### src/rtl/instr_encoder.sv
// instr_encoder: streaming RV32I instruction assembler with range checks.
// Two-stage valid/ready pipeline (S1 check/pack, S2 output) with status counters.
//
// Ports:
//   clk, rst_n            clock, synchronous active-low reset
//   in_valid/in_ready     request handshake
//   in_opcode..in_imm     opcode, register fields, funct fields, signed imm
//   out_valid/out_ready   result handshake
//   out_instr, out_err    packed word (0 when illegal) and error flag
//   enc_count, err_count  saturating counts of words handed off
module instr_encoder #(
    parameter int CNT_W = 16
) (
    input  logic             clk,
    input  logic             rst_n,
    input  logic             in_valid,
    output logic             in_ready,
    input  logic [6:0]       in_opcode,
    input  logic [4:0]       in_rd,
    input  logic [4:0]       in_rs1,
    input  logic [4:0]       in_rs2,
    input  logic [2:0]       in_funct3,
    input  logic [6:0]       in_funct7,
    input  logic [31:0]      in_imm,
    output logic             out_valid,
    input  logic             out_ready,
    output logic [31:0]      out_instr,
    output logic             out_err,
    output logic [CNT_W-1:0] enc_count,
    output logic [CNT_W-1:0] err_count
);

    localparam logic [6:0] OP_R     = 7'b0110011;
    localparam logic [6:0] OP_IMM   = 7'b0010011;
    localparam logic [6:0] OP_LOAD  = 7'b0000011;
    localparam logic [6:0] OP_JALR  = 7'b1100111;
    localparam logic [6:0] OP_STORE = 7'b0100011;
    localparam logic [6:0] OP_BR    = 7'b1100011;
    localparam logic [6:0] OP_LUI   = 7'b0110111;
    localparam logic [6:0] OP_AUIPC = 7'b0010111;
    localparam logic [6:0] OP_JAL   = 7'b1101111;

    localparam logic [CNT_W-1:0] CNT_MAX = '1;

    typedef enum logic [2:0] {
        FMT_R,
        FMT_I,
        FMT_S,
        FMT_B,
        FMT_U,
        FMT_J,
        FMT_X
    } fmt_e;

    fmt_e               fmt;
    logic signed [31:0] simm;
    logic               i_ok;
    logic               b_ok;
    logic               j_ok;
    logic               u_ok;
    logic [31:0]        pack_word;
    logic               pack_err;

    logic               s1_valid;
    logic [31:0]        s1_instr;
    logic               s1_err;
    logic               s2_open;
    logic               out_fire;

    // Format select from opcode
    always_comb begin
        fmt = FMT_X;
        unique case (in_opcode)
            OP_R:                     fmt = FMT_R;
            OP_IMM, OP_LOAD, OP_JALR: fmt = FMT_I;
            OP_STORE:                 fmt = FMT_S;
            OP_BR:                    fmt = FMT_B;
            OP_LUI, OP_AUIPC:         fmt = FMT_U;
            OP_JAL:                   fmt = FMT_J;
            default:                  fmt = FMT_X;
        endcase
    end

    // Immediate range checks; I and S share the 12-bit signed range
    assign simm = $signed(in_imm);
    assign i_ok = (simm >= -32'sd2048) && (simm <= 32'sd2047);
    assign b_ok = (simm >= -32'sd4096) && (simm <= 32'sd4094)
                  && !in_imm[0];
    assign j_ok = (simm >= -32'sd1048576) && (simm <= 32'sd1048574)
                  && !in_imm[0];
    assign u_ok = (in_imm[11:0] == 12'd0);

    // Field packing; an illegal request always yields an all-zero word
    always_comb begin
        pack_word = '0;
        pack_err  = 1'b0;
        unique case (fmt)
            FMT_R: begin
                pack_word = {in_funct7, in_rs2, in_rs1, in_funct3,
                             in_rd, in_opcode};
            end
            FMT_I: begin
                pack_err  = !i_ok;
                pack_word = {in_imm[11:0], in_rs1, in_funct3,
                             in_rd, in_opcode};
            end
            FMT_S: begin
                pack_err  = !i_ok;
                pack_word = {in_imm[11:5], in_rs2, in_rs1, in_funct3,
                             in_imm[4:0], in_opcode};
            end
            FMT_B: begin
                pack_err  = !b_ok;
                pack_word = {in_imm[12], in_imm[10:5], in_rs2, in_rs1,
                             in_funct3, in_imm[4:1], in_imm[11],
                             in_opcode};
            end
            FMT_U: begin
                pack_err  = !u_ok;
                pack_word = {in_imm[31:12], in_rd, in_opcode};
            end
            FMT_J: begin
                pack_err  = !j_ok;
                pack_word = {in_imm[20], in_imm[10:1], in_imm[11],
                             in_imm[19:12], in_rd, in_opcode};
            end
            default: begin
                pack_err = 1'b1;
            end
        endcase
        if (pack_err) begin
            pack_word = '0;
        end
    end

    // S2 can take a word when empty or draining this cycle; S1 can take
    // one when empty or when its word moves into S2.
    assign s2_open  = !out_valid || out_ready;
    assign in_ready = !s1_valid || s2_open;
    assign out_fire = out_valid && out_ready;

    always_ff @(posedge clk) begin
        if (!rst_n) begin
            s1_valid  <= 1'b0;
            s1_instr  <= '0;
            s1_err    <= 1'b0;
            out_valid <= 1'b0;
            out_instr <= '0;
            out_err   <= 1'b0;
            enc_count <= '0;
            err_count <= '0;
        end else begin
            if (in_ready) begin
                s1_valid <= in_valid;
                if (in_valid) begin
                    s1_instr <= pack_word;
                    s1_err   <= pack_err;
                end
            end
            if (s2_open) begin
                out_valid <= s1_valid;
                if (s1_valid) begin
                    out_instr <= s1_instr;
                    out_err   <= s1_err;
                end
            end
            if (out_fire) begin
                if (!out_err) begin
                    if (enc_count != CNT_MAX) begin
                        enc_count <= enc_count + 1'b1;
                    end
                end else begin
                    if (err_count != CNT_MAX) begin
                        err_count <= err_count + 1'b1;
                    end
                end
            end
        end
    end

endmodule
### config.mk
export PLATFORM = sky130hd
export DESIGN_NAME = instr_encoder
export DESIGN_NICKNAME = d
export VERILOG_FILES = /design/src/rtl/instr_encoder.sv
export SDC_FILE = /design/constraint.sdc
export NUM_CORES = 1
export LEC_CHECK = 0
export BUFFER_PORTS_ARGS = -buffer_cell sky130_fd_sc_hd__buf_2
export CAP_MARGIN = 10
export CORE_MARGIN = 8
export CORE_UTILIZATION = 47
export CTS_CLUSTER_SIZE = 20
export DETAILED_ROUTE_END_ITERATION = 16
export PLACE_DENSITY = 0.86
export REMOVE_ABC_BUFFERS = 1
export SLEW_MARGIN = 20
export SYNTH_ARGS = -nofsm -noshare
export SYNTH_HDL_FRONTEND = slang
export SYNTH_SLANG_ARGS = --single-unit
### constraint.sdc
create_clock -name clk -period 3.61 [get_ports clk]
set_clock_uncertainty 0.15 [all_clocks]
set_input_delay 0.722 -clock clk [delete_from_list [all_inputs] [get_ports clk]]
set_output_delay 0.722 -clock clk [all_outputs]
set_load 0.01 [all_outputs]
==> results of run 1 <==
flip-flops by register name, indices dropped and copies added (netlist names):
name and flops:
out_instr 32, s1_instr 32, enc_count 16, err_count 16, out_err 1, out_valid 1
s1_err 1, s1_valid 1
through the flow:
stage / util [%] / total power, mW / instance area, um2
after global routing: 59.4 / 2.04 / 5810
after CTS: 59.4 / 1.98 / 5810
after detailed placement: 57.5 / 1.31 / 5620
after floorplan: - / 1.20 / 4580
final: 59.4 / 1.96 / 5810
after global placement: 57.5 / 1.30 / 5620
cell type report:
| class | instances | share of cell area [%] |
|---|---|---|
| clock buffer | 10 | 2.37 |
| clock inverter | 6 | 0.819 |
| inverter | 8 | 0.517 |
| multi-input combinational | 412 | 44.3 |
| sequential | 100 | 34.5 |
| tap | 133 | 2.87 |
| timing repair buffer | 155 | 14.7 |
where the power goes:
| part | total, mW | switching, mW | internal (mW) |
|---|---|---|---|
| combinational | 0.173 | 0.112 | 0.0610 |
| clock | 0.682 | 0.406 | 0.276 |
| sequential | 1.11 | 0.00352 | 1.11 |
| total | 1.96 | 0.521 | 1.44 |
worst max path at each step:
stage / from / to / slack (ns) / cells past startpoint
after floorplan: in_opcode[3] / s1_instr[31] / -0.74 / 9
after global placement: in_opcode[3] / s1_instr[3] / 0.15 / 10
after detailed placement: in_opcode[3] / s1_instr[0] / -0.02 / 12
after CTS: in_opcode[3] / s1_instr[8] / 0.36 / 12
after global routing: in_opcode[3] / s1_err / 0.07 / 12
final: in_opcode[3] / s1_err / 0.26 / 12
kinds of logic (layout without fill, tap and decap cells):
group | after synthesis | after routing | share of synthesized area (%)
xor+xnor | 23 | 23 | 4.24
flops | 100 | 100 | 42.1
mux | 4 | 4 | 0.869
compound gates | 133 | 133 | 22.6
simple gates | 248 | 248 | 24.9
buf+inv | 42 | 179 | 4.19
fa+ha+maj | 4 | 4 | 1.05
worst reg2reg max path, stage by stage (launching register included):
cell      delay [ns]
dfxtp_1         0.36
nand3b_1        0.24
nand2_1         0.12
a21oi_1         0.15
o31ai_1         0.12
or4_2           0.61
buf_12          0.21
o41ai_1         0.32
cells in the mapped netlist, types with 6 or more instances:
| library cell | instances | area [um2] |
|---|---|---|
| clkbuf_1 | 20 | 75.1 |
| nand2_1 | 127 | 477 |
| nor4_1 | 12 | 75.1 |
| nand4_1 | 16 | 100 |
| a22oi_1 | 14 | 105 |
| a21oi_1 | 47 | 235 |
| buf_2 | 6 | 30.0 |
| dfxtp_1 | 100 | 2000 |
| a222oi_1 | 10 | 100 |
| nor2_1 | 36 | 135 |
| o21ai_0 | 9 | 45.0 |
| xnor2_1 | 9 | 78.8 |
| nor3_1 | 7 | 35.0 |
| nand3_1 | 14 | 70.1 |
| xor2_1 | 14 | 123 |
| o31ai_2 | 30 | 375 |
| inv_1 | 8 | 30.0 |
layer usage:
layer | global-route usage [%] | share of wire, % | routed length (um) | vias up
li1 | - | - | - | 2252
met1 | 24.0 | 41 | 5610 | 2215
met2 | 34.6 | 49 | 6740 | 220
met3 | 4.19 | 8.8 | 1210 | 22
met4 | 8.79 | 1.9 | 268 | 0
met5 | 0 | 0 | 0 | -
==> results by group, run 1 <==
Status
  • Status: complete, no violations

Worst hold path
  • Hold Startpoint: s1_instr[15]
  • Hold Path Class: reg -> reg
  • Worst hold stages: 2
  • Hold Path End: out_instr[15]

Worst setup path
  • Worst r2r path cells: 7
  • Slowest CP cell: or3b_2
  • Crit-path cells: buf_2 > or3b_2 > a21oi_1 > inv_1 > ha_1 > buf_4 > a22oi_1 > nand3_2 > o31ai_1 > or4_2 > buf_12 > nor3b_1
  • Max incr delay on CP: 0.46 ns
  • CP max FO: 24
  • Type of origin of the critical path: input pin
  • Critical Path RT: 3.74 ns
  • RR Startpoint: out_valid
  • RR Endpoint: s1_instr[3]
  • Crit Path Category: in -> reg
  • Crit path DAT: 3.48 ns
  • Reg-to-reg slack, setup: 1.24 ns
  • Crit end category: flop
  • WP buf/inv: 4
  • Family with the most delay on the worst path: simple AND/OR/NAND/NOR gates

STA
  • Fmax: 299 MHz
  • Slew Limit Fails: 0
  • Final hold vios: 0
  • Final setup vio count: 0
  • Relative slew slack: 48.2%
  • RSZ-0062 raised after global routing: no
  • Crit share post-route: 92.8%
  • Slew at the pin closest to its max-slew limit: 0.768 ns
  • Setup WS post-layout: 0.261 ns
  • Hold slack: 0.305 ns
  • TNS Setup: 0 ns
  • Fin crit period: 3.35 ns

Placement
  • Cells after DPL: 808
  • Port Buffers: 134
  • GP Congestion: 0.914
  • Post-place setup slack: -0.0249 ns
  • Post-DP HPWL: 10.6 mm

Route
  • Drt first-iter violations: 558
  • Vias after detailed routing: 4709
  • DRC violations left: 0
  • Drt first pass iters: 6
  • Final WL: 13.8 mm
  • Number of routed nets with antenna violations: 0
  • Vias per cell: 5.71
  • Routed wire per std cell: 16.8 um

Layout
  • Area of the multi-input gates: 0.00257 mm2
  • Most frequent cells in the layout: buf_2, nand2_1, dfxtp_1, a21oi_1, nor2_1
  • P&R area growth vs syn: 22.2%
  • Fillers: 887
  • Seq. cell area: 0.00200 mm2
  • Diode count: 0
  • Share of layout cells above drive strength 1: 31.5%
  • Fin cells: 824
  • Final net count: 758
  • Commonest non-fill, non-tap cell in the layout: buf_2

Power and ir drop
  • Pwr dens: 338 mW/mm2
  • Pleak: 2.28 nW
  • VDD IR max: 0.000255 V

Clock tree
  • Worst-skew pair later-pin latency: 0.36 ns
  • Clk sinks: 100
  • Hold buffer count at cts: 0
  • H-tree levels: 3
  • TritonCTS Buffers: 9
  • CTS Root Cell: clkbuf_8
  • # resized after CTS: 0
  • Reg clk slew, reported paths: 0.10 ns
  • CTS tree: built
  • Max clock buf depth: 2
  • Post CTS Setup Buffer Count: 0

Logic synthesis
  • Synth async-reset ratio: 0%
  • Synth unique cells: 58
  • Syn Std Cell Area: 0.00475 mm2
  • Synth Register Bits: 100
  • Sequential fraction of the synthesis area: 42.1%
  • Cells after Synth: 554
  • EDFF count, synth: 0
  • Synth Warn #: 0
  • Syn_area_per_cell: 8.58 um2
  • Primary FF master, synth: dfxtp_1

Global routing
  • Total grt overflow: 0
  • Vias in the first global route: 4665
  • First-pass GRT wire length: 22.1 mm
  • GRT Util Overall: 20.2%
  • Pin count of the biggest net entering global routing: 37
  • Initial antenna violation count: 0

Floorplanning
  • Starting Density: 48.6%
  • Die area: 0.0136 mm2
  • Die Span Y: 117 um
  • Area of the core: 0.00977 mm2
  • Row count: 36
  • Chip width: 117 um
  • I/O Pins: 135

Job
  • Max_cap viols: 0
No activity file was read; power rests on OpenSTA's default activity.
==> inputs of run 2 (changes only) <==
--- a/config.mk
+++ b/config.mk
@@ -12,8 +12,8 @@
 export CTS_CLUSTER_SIZE = 20
 export DETAILED_ROUTE_END_ITERATION = 16
 export PLACE_DENSITY = 0.86
-export REMOVE_ABC_BUFFERS = 1
 export SLEW_MARGIN = 20
 export SYNTH_ARGS = -nofsm -noshare
 export SYNTH_HDL_FRONTEND = slang
 export SYNTH_SLANG_ARGS = --single-unit
+export TNS_END_PERCENT = 10
==> run 2 against run 1 <==
  * Hold slack got worse by 0.0015 ns
  * Sequential share of layout area fell by 0.10 points
  * Flip-flop and latch count stayed put
  * Maximum frequency rose by 4.5%
  * Design area grew 0.30%
  * Final cell count stayed put
  * First-iteration DRC count decreased by 18%
  * Sequential power about the same
  * Power down 1.4%
  * Clock power down 3.8%
  * Routed wire length up 0.79%
  * Die area is the same
==> results by group, run 2 (same netlist as run 1, synthesis figures left out) <==
Power and ir drop
  • Sequential share of power: 57.2% (+0.7 points)
  • Comb power frac: 8.9% (about the same)
  • Pleak: 2.27 nW (-0.43%)
  • VDD IR max: 0.000160 V (-37%)
  • Sw Share: 26.4% (-0.18 points)
  • P_int: 1.43 mW (-1.1%)
  • Pwr dens: 333 mW/mm2 (-1.7%)
  • Psw: 511 uW (-2.1%)
  • Clock power frac: 33.8% (-0.9 points)

STA
  • Final setup vio count: 0 (unchanged)
  • Final hold vios: 0 (unchanged)
  • RSZ-0062 raised after global routing: no
  • Relative slew slack: 50.8% (+2.6 points)
  • Fmax: 312 MHz (+4.5%)
  • Hold slack: 0.303 ns (-0.00145 ns)
  • Slew Limit Fails: 0 (unchanged)
  • Slew at the pin closest to its max-slew limit: 0.730 ns (-0.0383 ns)
  • TNS Setup: 0 ns (unchanged)
  • Fin crit period: 3.20 ns (-0.145 ns)
  • Crit share post-route: 88.8% (-4.0 points)

Clock tree
  • Max clock buf depth: 2 (unchanged)
  • CTS Root Cell: clkbuf_8
  • Worst-skew pair later-pin latency: 0.37 ns (about the same)
  • Hold buffer count at cts: 0 (unchanged)
  • CTS tree: built
  • Reg clk slew, reported paths: 0.10 ns (about the same)
  • Clk sinks: 100 (unchanged)
  • H-tree levels: 3 (unchanged)
  • # resized after CTS: 0 (unchanged)
  • TritonCTS Buffers: 9 (unchanged)
  • Post CTS Setup Buffer Count: 0 (unchanged)

Global routing
  • Total grt overflow: 0 (unchanged)
  • First-pass GRT wire length: 21.9 mm (-1.1%)
  • Initial antenna violation count: 0 (unchanged)
  • Vias in the first global route: 4511 (-3.3%)
  • GRT Util Overall: 20.1% (-0.13 points)
  • Pin count of the biggest net entering global routing: 67 (+81%)

Placement
  • Post-DP HPWL: 10.8 mm (+2.3%)
  • Port Buffers: 134 (unchanged)
  • DP Area: 0.00561 mm2 (-0.16%)
  • GP Congestion: 0.908 (-0.66%)

Floorplanning
  • Area of the core: 0.00977 mm2 (unchanged)
  • Die Span Y: 117 um (unchanged)
  • Row count: 36 (unchanged)
  • Die area: 0.0136 mm2 (unchanged)
  • I/O Pins: 135 (unchanged)
  • Starting Density: 48.6% (unchanged)
  • Chip width: 117 um (unchanged)

Layout
  • Most frequent cells in the layout: buf_2, nand2_1, dfxtp_1, a21oi_1, nor2_1
  • Final net count: 758 (unchanged)
  • Fillers: 875 (-1.4%)
  • Fin area: 0.00582 mm2 (+0.30%)
  • Commonest non-fill, non-tap cell in the layout: buf_2
  • P&R area growth vs syn: 22.6%
  • Share of layout cells above drive strength 1: 31.5% (unchanged)
  • Biggest regs: out_instr x32, s1_instr x32
  • Diode count: 0 (unchanged)

Logic synthesis
  • Syn Nets: 626

Route
  • Routed wire per std cell: 16.9 um (+0.79%)
  • Final WL: 13.9 mm (+0.79%)
  • Drt first-iter violations: 459 (-18%)
  • DRC violations left: 0 (unchanged)
  • Vias per cell: 5.70 (-0.28%)
  • Number of routed nets with antenna violations: 0 (unchanged)
  • Vias after detailed routing: 4696 (-0.28%)
  • Drt first pass iters: 6 (unchanged)

Worst setup path
  • Crit-path cells: buf_2 > or3b_2 > a21oi_1 > inv_1 > ha_1 > o21ai_0 > nand2_1 > a21oi_1 > o311a_1 > or4_1 > buf_4 > o41ai_1
  • Slowest CP cell: or3b_2
  • Type of origin of the critical path: input pin
  • Max incr delay on CP: 0.45 ns (about the same)
  • Crit path DAT: 3.30 ns (-0.18 ns)
  • Crit end category: flop
  • Crit Path Category: in -> reg
  • Critical Path RT: 3.70 ns (-0.04 ns)
  • CP max FO: 10 (-58%)
  • Critical path's most frequent cell: a21oi_1

Worst hold path
  • Hold Path Class: reg -> reg

Job
  • Max_cap viols: 0 (unchanged)

Status
  • Status: complete, no violations
## run 2: routing by layer
metal	GRT usage, %	wire [um]	up-vias
li1	-	-	2262
met1	25.4	6010	2208
met2	33.2	6560	202
met3	3.72	1060	24
met4	7.76	320	0
met5	0	0	-
## run 2: power groups by stage
stage	clock network (mW)	registers [mW]	logic (mW)
6_report	0.656	1.11	0.173
5_1_grt	0.728	1.11	0.184
4_1_cts	0.670	1.11	0.167
3_5_place_dp	0	1.13	0.167
3_3_place_gp	0	1.13	0.163
2_1_floorplan	0	1.13	0.0838
## run 2: per-stage QoR
step                worst slack (ns)  cells  util (%)  power, mW
CTS                            0.388    823      59.3       1.95
global route                   0.240    824      59.6       2.02
global placement              0.0856    807      57.4       1.30
finish                         0.406    824      59.6       1.94
detailed placement           0.00371    807      57.4       1.30
floorplan                    0.00677    554         -       1.22
## run 2: worst max-delay path, delay by kind of cell
family | cells | cell delay, ns
AND/OR/NAND/NOR | 3 | 0.73
buffers and inverters | 3 | 0.44
AO/OA/AOI/OAI | 5 | 1.07
adder cells (fa/ha/maj) | 1 | 0.32
## run 2: final timing paths
check / from / end / slack [ns] / depth (start not counted)
setup / recovery: in_opcode[3] / s1_instr[3] / 0.41 / 12
hold / removal: s1_instr[0] / out_instr[0] / 0.30 / 2
setup reg to reg: out_valid / s1_instr[3] / 1.39 / 7
hold reg to reg: s1_instr[0] / out_instr[0] / 0.30 / 2
## run 2: cell type report
type / count / area, um2 / area share [%]
clock inverters: 7 / 60.1 / 1.03
well taps: 133 / 166 / 2.86
repair buffers: 155 / 861 / 14.8
multi-input cells: 412 / 2580 / 44.3
inverters: 8 / 30.0 / 0.516
clock buffers: 9 / 124 / 2.13
flip-flops and latches: 100 / 2000 / 34.4
